==> config.mk <==
export PLATFORM = sky130hd
export DESIGN_NAME = ikaopm_dac_rx_flat
export DESIGN_NICKNAME = d
export VERILOG_FILES = /design/src/rtl/ikaopm_dac_rx_if.sv /design/src/rtl/ikaopm_dac_rx.sv /design/src/flat_wrapper.sv
export SDC_FILE = /design/constraint.sdc
export NUM_CORES = 1
export LEC_CHECK = 0
export CORE_MARGIN = 3
export CORE_UTILIZATION = 43
export CTS_BUF_LIST = sky130_fd_sc_hd__clkbuf_8
export CTS_CLUSTER_DIAMETER = 200
export DETAILED_ROUTE_END_ITERATION = 8
export PLACE_DENSITY = 0.64
export SYNTH_ARGS = -nofsm -noshare
export SYNTH_HDL_FRONTEND = slang
export SYNTH_SLANG_ARGS = --single-unit
==> constraint.sdc <==
create_clock -name i_EMUCLK -period 3.2 [get_ports i_EMUCLK]
set_input_delay 0.32 -clock i_EMUCLK [delete_from_list [all_inputs] [get_ports i_EMUCLK]]
set_output_delay 0.32 -clock i_EMUCLK [all_outputs]
set_load 0.03 [all_outputs]
==> src/rtl/ikaopm_dac_rx_if.sv <==
// Serial sound stream in, parallel PCM out, for the OPM DAC receiver.
// The master modport is the serialiser/bench side; the slave is the DAC.
interface ikaopm_dac_rx_if;
    logic        i_phi1_NCEN_n;
    logic        i_SO;
    logic        i_SH1;
    logic        i_SH2;
    logic [15:0] o_R_PO;
    logic [15:0] o_L_PO;
    logic        o_R_VALID;
    logic        o_L_VALID;
    logic        o_FMT_ERR;

    modport master (
        output i_phi1_NCEN_n, i_SO, i_SH1, i_SH2,
        input  o_R_PO, o_L_PO, o_R_VALID, o_L_VALID, o_FMT_ERR
    );

    modport slave (
        input  i_phi1_NCEN_n, i_SO, i_SH1, i_SH2,
        output o_R_PO, o_L_PO, o_R_VALID, o_L_VALID, o_FMT_ERR
    );
endinterface

==> src/rtl/ikaopm_dac_rx.sv <==
// YM3012-style serial DAC front end: deserialises SO frames and decodes the
// float word (9b mantissa, sign, 3b exponent) to 16-bit PCM on SH falling edges.
module ikaopm_dac_rx_ch (
    input  logic        i_EMUCLK,
    input  logic        i_MRST_n,
    input  logic        en,
    input  logic        accept,
    input  logic        sh,
    input  logic [15:0] pcm,
    input  logic        zero_exp,
    output logic [15:0] po,
    output logic        vld,
    output logic        err
);
    logic sh_z;
    logic fall;

    // sh_z keeps tracking during fill so the first accepted edge is a real one
    assign fall = en & accept & sh_z & ~sh;

    always_ff @(posedge i_EMUCLK) begin
        if (!i_MRST_n) begin
            sh_z <= 1'b0;
            po   <= '0;
            vld  <= 1'b0;
            err  <= 1'b0;
        end else begin
            vld <= 1'b0;
            if (en)
                sh_z <= sh;
            if (fall) begin
                po  <= pcm;
                vld <= 1'b1;
                if (zero_exp)
                    err <= 1'b1;
            end
        end
    end
endmodule

module ikaopm_dac_rx #(
    parameter int FILL_COUNT = 16
) (
    input  logic               i_EMUCLK,
    input  logic               i_MRST_n,
    ikaopm_dac_rx_if.slave     bus
);
    localparam int NUM_CH = 2;   // lane 0 = right (SH1), lane 1 = left (SH2)

    logic [15:0] sr;
    logic [15:0] sr_next;
    logic [4:0]  fill_cnt;
    logic        en;
    logic        filled;

    logic [2:0]  e;
    logic        s;
    logic [8:0]  m;
    logic [9:0]  v10;
    logic [15:0] v16;
    logic [15:0] pcm;
    logic        zero_exp;
    logic [2:0]  unused_sr_tail;

    logic [NUM_CH-1:0]       sh_in;
    logic [NUM_CH-1:0][15:0] po;
    logic [NUM_CH-1:0]       vld;
    logic [NUM_CH-1:0]       err;

    assign en      = ~bus.i_phi1_NCEN_n;
    assign sr_next = {bus.i_SO, sr[15:1]};
    assign filled  = (fill_cnt == 5'(FILL_COUNT));
    assign sh_in   = {bus.i_SH2, bus.i_SH1};

    always_ff @(posedge i_EMUCLK) begin
        if (!i_MRST_n) begin
            sr       <= '0;
            fill_cnt <= '0;
        end else if (en) begin
            sr <= sr_next;
            if (!filled)
                fill_cnt <= fill_cnt + 5'd1;
        end
    end

    // Decode from the post-shift word: slot 13 lands in sr_next[15]
    assign e              = sr_next[15:13];
    assign s              = sr_next[12];
    assign m              = sr_next[11:3];
    assign unused_sr_tail = sr_next[2:0];
    assign v10            = {~s, m};
    assign v16            = {{6{v10[9]}}, v10};
    assign zero_exp       = (e == 3'd0);
    assign pcm            = zero_exp ? 16'h0000 : (v16 << (e - 3'd1));

    generate
        for (genvar c = 0; c < NUM_CH; c++) begin : g_ch
            ikaopm_dac_rx_ch u_ch (
                .i_EMUCLK (i_EMUCLK),
                .i_MRST_n (i_MRST_n),
                .en       (en),
                .accept   (filled),
                .sh       (sh_in[c]),
                .pcm      (pcm),
                .zero_exp (zero_exp),
                .po       (po[c]),
                .vld      (vld[c]),
                .err      (err[c])
            );
        end
    endgenerate

    assign bus.o_R_PO    = po[0];
    assign bus.o_L_PO    = po[1];
    assign bus.o_R_VALID = vld[0];
    assign bus.o_L_VALID = vld[1];
    assign bus.o_FMT_ERR = |err;
endmodule

==> src/flat_wrapper.sv <==
// flat-port wrapper written by rule: the top's interface ports become plain ports
module ikaopm_dac_rx_flat 
#(
    parameter int FILL_COUNT = 16
)
  (i_EMUCLK, i_MRST_n, bus_i_phi1_NCEN_n, bus_i_SO, bus_i_SH1, bus_i_SH2, bus_o_R_PO, bus_o_L_PO, bus_o_R_VALID, bus_o_L_VALID, bus_o_FMT_ERR);
  ikaopm_dac_rx_if bus_i ();
  input  logic i_EMUCLK;
  input  logic i_MRST_n;
  input wire logic [$bits(bus_i.i_phi1_NCEN_n)-1:0] bus_i_phi1_NCEN_n;
  input wire logic [$bits(bus_i.i_SO)-1:0] bus_i_SO;
  input wire logic [$bits(bus_i.i_SH1)-1:0] bus_i_SH1;
  input wire logic [$bits(bus_i.i_SH2)-1:0] bus_i_SH2;
  output wire logic [$bits(bus_i.o_R_PO)-1:0] bus_o_R_PO;
  output wire logic [$bits(bus_i.o_L_PO)-1:0] bus_o_L_PO;
  output wire logic [$bits(bus_i.o_R_VALID)-1:0] bus_o_R_VALID;
  output wire logic [$bits(bus_i.o_L_VALID)-1:0] bus_o_L_VALID;
  output wire logic [$bits(bus_i.o_FMT_ERR)-1:0] bus_o_FMT_ERR;
  assign bus_i.i_phi1_NCEN_n = bus_i_phi1_NCEN_n;
  assign bus_i.i_SO = bus_i_SO;
  assign bus_i.i_SH1 = bus_i_SH1;
  assign bus_i.i_SH2 = bus_i_SH2;
  assign bus_o_R_PO = bus_i.o_R_PO;
  assign bus_o_L_PO = bus_i.o_L_PO;
  assign bus_o_R_VALID = bus_i.o_R_VALID;
  assign bus_o_L_VALID = bus_i.o_L_VALID;
  assign bus_o_FMT_ERR = bus_i.o_FMT_ERR;
  ikaopm_dac_rx #(.FILL_COUNT(FILL_COUNT)) u_core (.i_EMUCLK(i_EMUCLK), .i_MRST_n(i_MRST_n), .bus(bus_i));
endmodule
### Word level (Yosys, flattened, before mapping)

Index checks and enable logic that the tools add are counted.

* register bits: 59
* input port bits: 6
* output and inout bits: 35

* add/sub/neg operators: 2
* equal/unequal tests: 1
* shift operators: 1
* muxes and demuxes: 3
* bitwise operators: 10
* reductions and logical operators: 5

Operators by type and width (count)
* 16-bit 2-to-1 mux: 1
* 16-bit by 3-bit << shifter with 16-bit output: 1
* 2-bit AND reduction: 3
* 5-bit by 1-bit adder with 5-bit output, second input constant: 1
* 1-bit AND: 5
* 5-bit == test, second input constant: 1
* 1-bit NOT: 5
* 3-bit zero test: 1
* 3-bit by 1-bit subtractor with 3-bit output, second input constant: 1
* 1-bit 2-to-1 mux: 2
* 2-bit OR reduction: 1

### Logic depth before layout (Yosys ltp)

* word-level depth: 5
* depth in mapped cells: 10
* depth with buffers taken out: 6

### By module

Synthesis repeated with hierarchy kept, for this count alone.

* cells, all modules: 287
* area, all modules: 2678.8 um2

Modules (own cells, without submodules)
* ikaopm_dac_rx_ch: instances 2, cells each 79, area an instance 759.5 um2
* ikaopm_dac_rx: instances 1, cells each 129, area an instance 1159.9 um2

### Worst setup path after synthesis

OpenSTA, ideal clock, no wires.

* path kind: register to register
* start: register u_core.sr[14]
* end: register u_core.g_ch[1].u_ch.po[7]
* arrival: 2.257 ns
* required time: 3.079 ns
* slack: 0.822 ns
* stages on the path, launching flop included: 10
* period minus slack after synthesis: 2.378 ns
* path through: dfxtp_1 -> buf_6 -> buf_4 -> clkinv_1 -> ha_1 -> buf_6 -> mux4_2 -> mux2_2 -> a32oi_2 -> a21oi_1

* longest elaborated chain between the ends: 3
* elaborated cells on any way between the ends: 4
* classes of those cells: add/sub (1); shift (1); mux (1); reduce/logical (1)

RTL lines
* from (decl): line ikaopm_dac_rx.sv:50 `logic [15:0] sr;`
* from (signal assigned): line ikaopm_dac_rx.sv:80 `sr <= sr_next;`
* 3-bit by 1-bit subtractor with 3-bit output: line ikaopm_dac_rx.sv:94 `assign pcm = zero_exp ? 16'h0000 : (v16 << (e - 3'd1));`
* 16-bit by 3-bit << shifter with 16-bit output: line ikaopm_dac_rx.sv:94
* 16-bit 2-to-1 mux *: line ikaopm_dac_rx.sv:94
* to (signal assigned): line ikaopm_dac_rx.sv:32 `po <= pcm;`
* to (decl): line ikaopm_dac_rx.sv:11 `output logic [15:0] po,`

Every way passes the cells marked *; elsewhere a longest branch is shown, timed or not.
A chain may end at the register's enable or synchronous reset.

### Worst setup path in the final report

* start: register u_core.sr[14]
* end: register u_core.g_ch[1].u_ch.po[11]

The elaborated chain is that of the path after synthesis.

==> impl_metrics.ini <==
[critical_path]
critPathLaunch = u_core.sr[14]
worst_setup_path_start_kind = flip-flop
critPathMostFrequentCell = sky130_fd_sc_hd__a211oi_2
critPathCaptureType = flip-flop
critPathArrivalTime_ns = 2.63
worstSetupPathType = flip-flop to flip-flop
critPathMaxFanout = 24
cp_cell_sequence = clkinv_1 > ha_1 > buf_4 > mux4_2 > and2_0 > a211oi_2 > a211oi_2
critical-path-slowest-cell = sky130_fd_sc_hd__ha_1
timing.rr.start = u_core.sr[14]
required_ns = 3.39
reg2regPathDepth = 7
cp_slowest_stage_delay_ns = 0.50

[floorplan]
die_y_um = 88.11
core_area_mm2 = 0.006459
dieWidth_um = 88.11
initial_core_util_pct = 44.89
placementRows = 29
fp.dieArea_mm2 = 0.007763
design.portCount = 41

[route]
drcViolationCount = 0
antenna_violating_nets_post_route = 0
detailroute.via_count = 2397
drt_pass1_iterations = 4
drt_iter0_markers = 169
routed_wirelength_mm = 6.587
via_per_inst = 5.574
routed_wire_length_per_instance_um = 15.32

[run_status]
status = finished clean

[sta]
timing.slew.headroom_pct = 57.19
timing.final.max_slew_violations = 0
timing_worst_slew_pin_value_ns = 0.6408
grt_setup_unrepaired = false
period_share_pct = 76.21
clock_skew_ns = 0.009952
timing.setup.tns_ns = 0
hold_viol_final = 0
fin_crit_ns = 2.439
report.final.setup_viol = 0
hold_ws_ns = 0.4599
fmax_ghz = 0.4100

[grt]
globalRouteOverflowTotal = 0
vias_in_the_first_global_route = 2231
antenna_found_initial = 0
grt_usage_pct = 18.07
grt_max_degree = 30
wire_length_of_the_first_global_routing_pass_mm = 10.94

[clock_tree]
h-tree-depth = 2
postCtsSetupBuffers = 0
clock_sinks = 55
cts.hold.buffers_added = 0
clkTransAtPathRegs_ns = 0.11
post_cts_resize_count = 0
cts_tree = yes
numCtsBuffers = 5
clock_path_buffers = 2
worst_skew_pair.late_latency_ns = 0.32
clock-root-buffer = sky130_fd_sc_hd__clkbuf_8

[cells_and_area]
nets = 362
fill_cells = 608
drive_above_1_share_pct = 11.33
layout_common_cells = 55 x sky130_fd_sc_hd__dfxtp_1, 40 x sky130_fd_sc_hd__clkdlybuf4s50_1, 35 x sky130_fd_sc_hd__nor2_1
area_growth_syn_to_layout_pct = 17.05
antenna_cells_inserted = 0
commonest_non_fill_non_tap_cell_in_the_layout = sky130_fd_sc_hd__dfxtp_1

[placed_design]
routabilityCongestion = 0.8824
buffer_ports.inserted = 40
hpwlAfterDp_mm = 4.589

[power]
power_density_mw_per_mm2 = 360.2
power.leakage_uw = 0.001246
vdd_ir_drop_max_mv = 0.1978
power.total_uw = 1222

[synthesis]
ys_warn_count = 0
synth-seq-area-share_pct = 37.98
synth_edf_count = 0
yosys.cell_types.count = 42
postSynth.asyncResetShare_pct = 0
syn-num-nets = 335
post_synth.cell_area_avg_um2 = 8.920
syn_area_mm2 = 0.002899
yosys_most_used_dff = sky130_fd_sc_hd__dfxtp_1
number_of_instances_in_the_synthesized_netlist = 325
yosys_register_bits = 55
synth_area_leaders = sky130_fd_sc_hd__dfxtp_1 38%, sky130_fd_sc_hd__mux2i_1 9.0%, sky130_fd_sc_hd__mux4_2 6.2%
synth_largest_area_cell = sky130_fd_sc_hd__dfxtp_1
synth_top_cell_area_share_pct = 37.98

[min_path]
hp-start = u_core.g_ch[0].u_ch.po[2]
hold_depth = 2
hp-class = flip-flop to flip-flop

[run]
max_cap_viol_count = 0
## where the power goes
group	internal (uW)	total (uW)	switching, uW
Clock	159	402	244
Sequential	690	695	5.27
Combinational	49.1	125	75.7
Total	897	1220	325
## final cells by class
cell class	instances	area [um^2]	area share, %
Multi-Input combinational cell	235	1617	47.64
Clock inverter	3	23.77	0.7006
Sequential cell	55	1101	32.45
Clock buffer	5	68.82	2.028
Inverter	7	26.28	0.7743
Timing Repair Buffer	48	460.4	13.57
Tap cell	77	96.34	2.839
## per-stage QoR
| stage | instances | cell area, um^2 | setup slack [ns] | utilization (%) |
|---|---|---|---|---|
| floorplan | 325 | 2899 | 0.8216 | - |
| global placement | 422 | 3301 | 0.7258 | 51.10 |
| detailed placement | 422 | 3301 | 0.7061 | 51.10 |
| CTS | 430 | 3393 | 0.7610 | 52.54 |
| global route | 430 | 3393 | 0.5702 | 52.54 |
| finish | 430 | 3393 | 0.7612 | 52.54 |
## final timing paths
path | end | slack (ns)
worst max-delay path | u_core.g_ch[1].u_ch.po[11] | 0.76
worst min-delay path | u_core.g_ch[0].u_ch.po[2] | 0.46
worst max register to register | u_core.g_ch[1].u_ch.po[11] | 0.76
worst min register to register | u_core.g_ch[0].u_ch.po[2] | 0.46
## critical path: cells and delay by family, from the launching register on
family                     cells  cell delay, ns
adders and majority gates      1            0.50
muxes                          1            0.36
AOI/OAI and AO/OA              2            0.35
buffers and inverters          2            0.56
and+or+nand+nor                1            0.18
DFF                            1            0.35
## flip-flops by register name (all words and copies together), names as in the netlist
signal,cells
u_core.g_ch.u_ch.sh_z,2
u_core.sr,12
u_core.g_ch.u_ch.vld,2
u_core.g_ch.u_ch.err,2
u_core.g_ch.u_ch.po,32
u_core.fill_cnt,5
## synthesized netlist by cell type (all sizes together), types with 2 or more instances
cell / instances
nand3: 10
mux2i: 26
a21oi: 31
a221oi: 2
mux4: 8
a211oi: 9
or2: 4
and4bb: 2
nor2b: 6
clkbuf: 7
xnor2: 2
and2: 8
xor2: 2
nor3b: 2
a22oi: 3
o211ai: 5
nand2b: 2
nand2: 26
ha: 4
mux2: 4
a32oi: 2
dfxtp: 55
o221ai: 2
and3: 2
a21boi: 3
nor2: 35
o21ai: 22
inv: 6
or3: 2
buf: 21
a31oi: 8
## cell families after synthesis
kind of cell	synth area share [%]
xor+xnor	1.209
compound gates	19.47
simple gates	16.62
buf+inv	6.258
mux	16.75
fa+ha+maj	1.726
flops	37.98
## layer usage
layer | track usage, % | vias up | wire length (um) | share of wire [%]
li1 | - | 1208 | - | -
met1 | 24.28 | 1127 | 3017 | 46
met2 | 29.59 | 51 | 3174 | 48
met3 | 3.198 | 11 | 290 | 4.4
met4 | 5.769 | 0 | 104 | 1.6
met5 | 0 | - | 0 | 0
No activity file was read; power rests on OpenSTA's default activity.
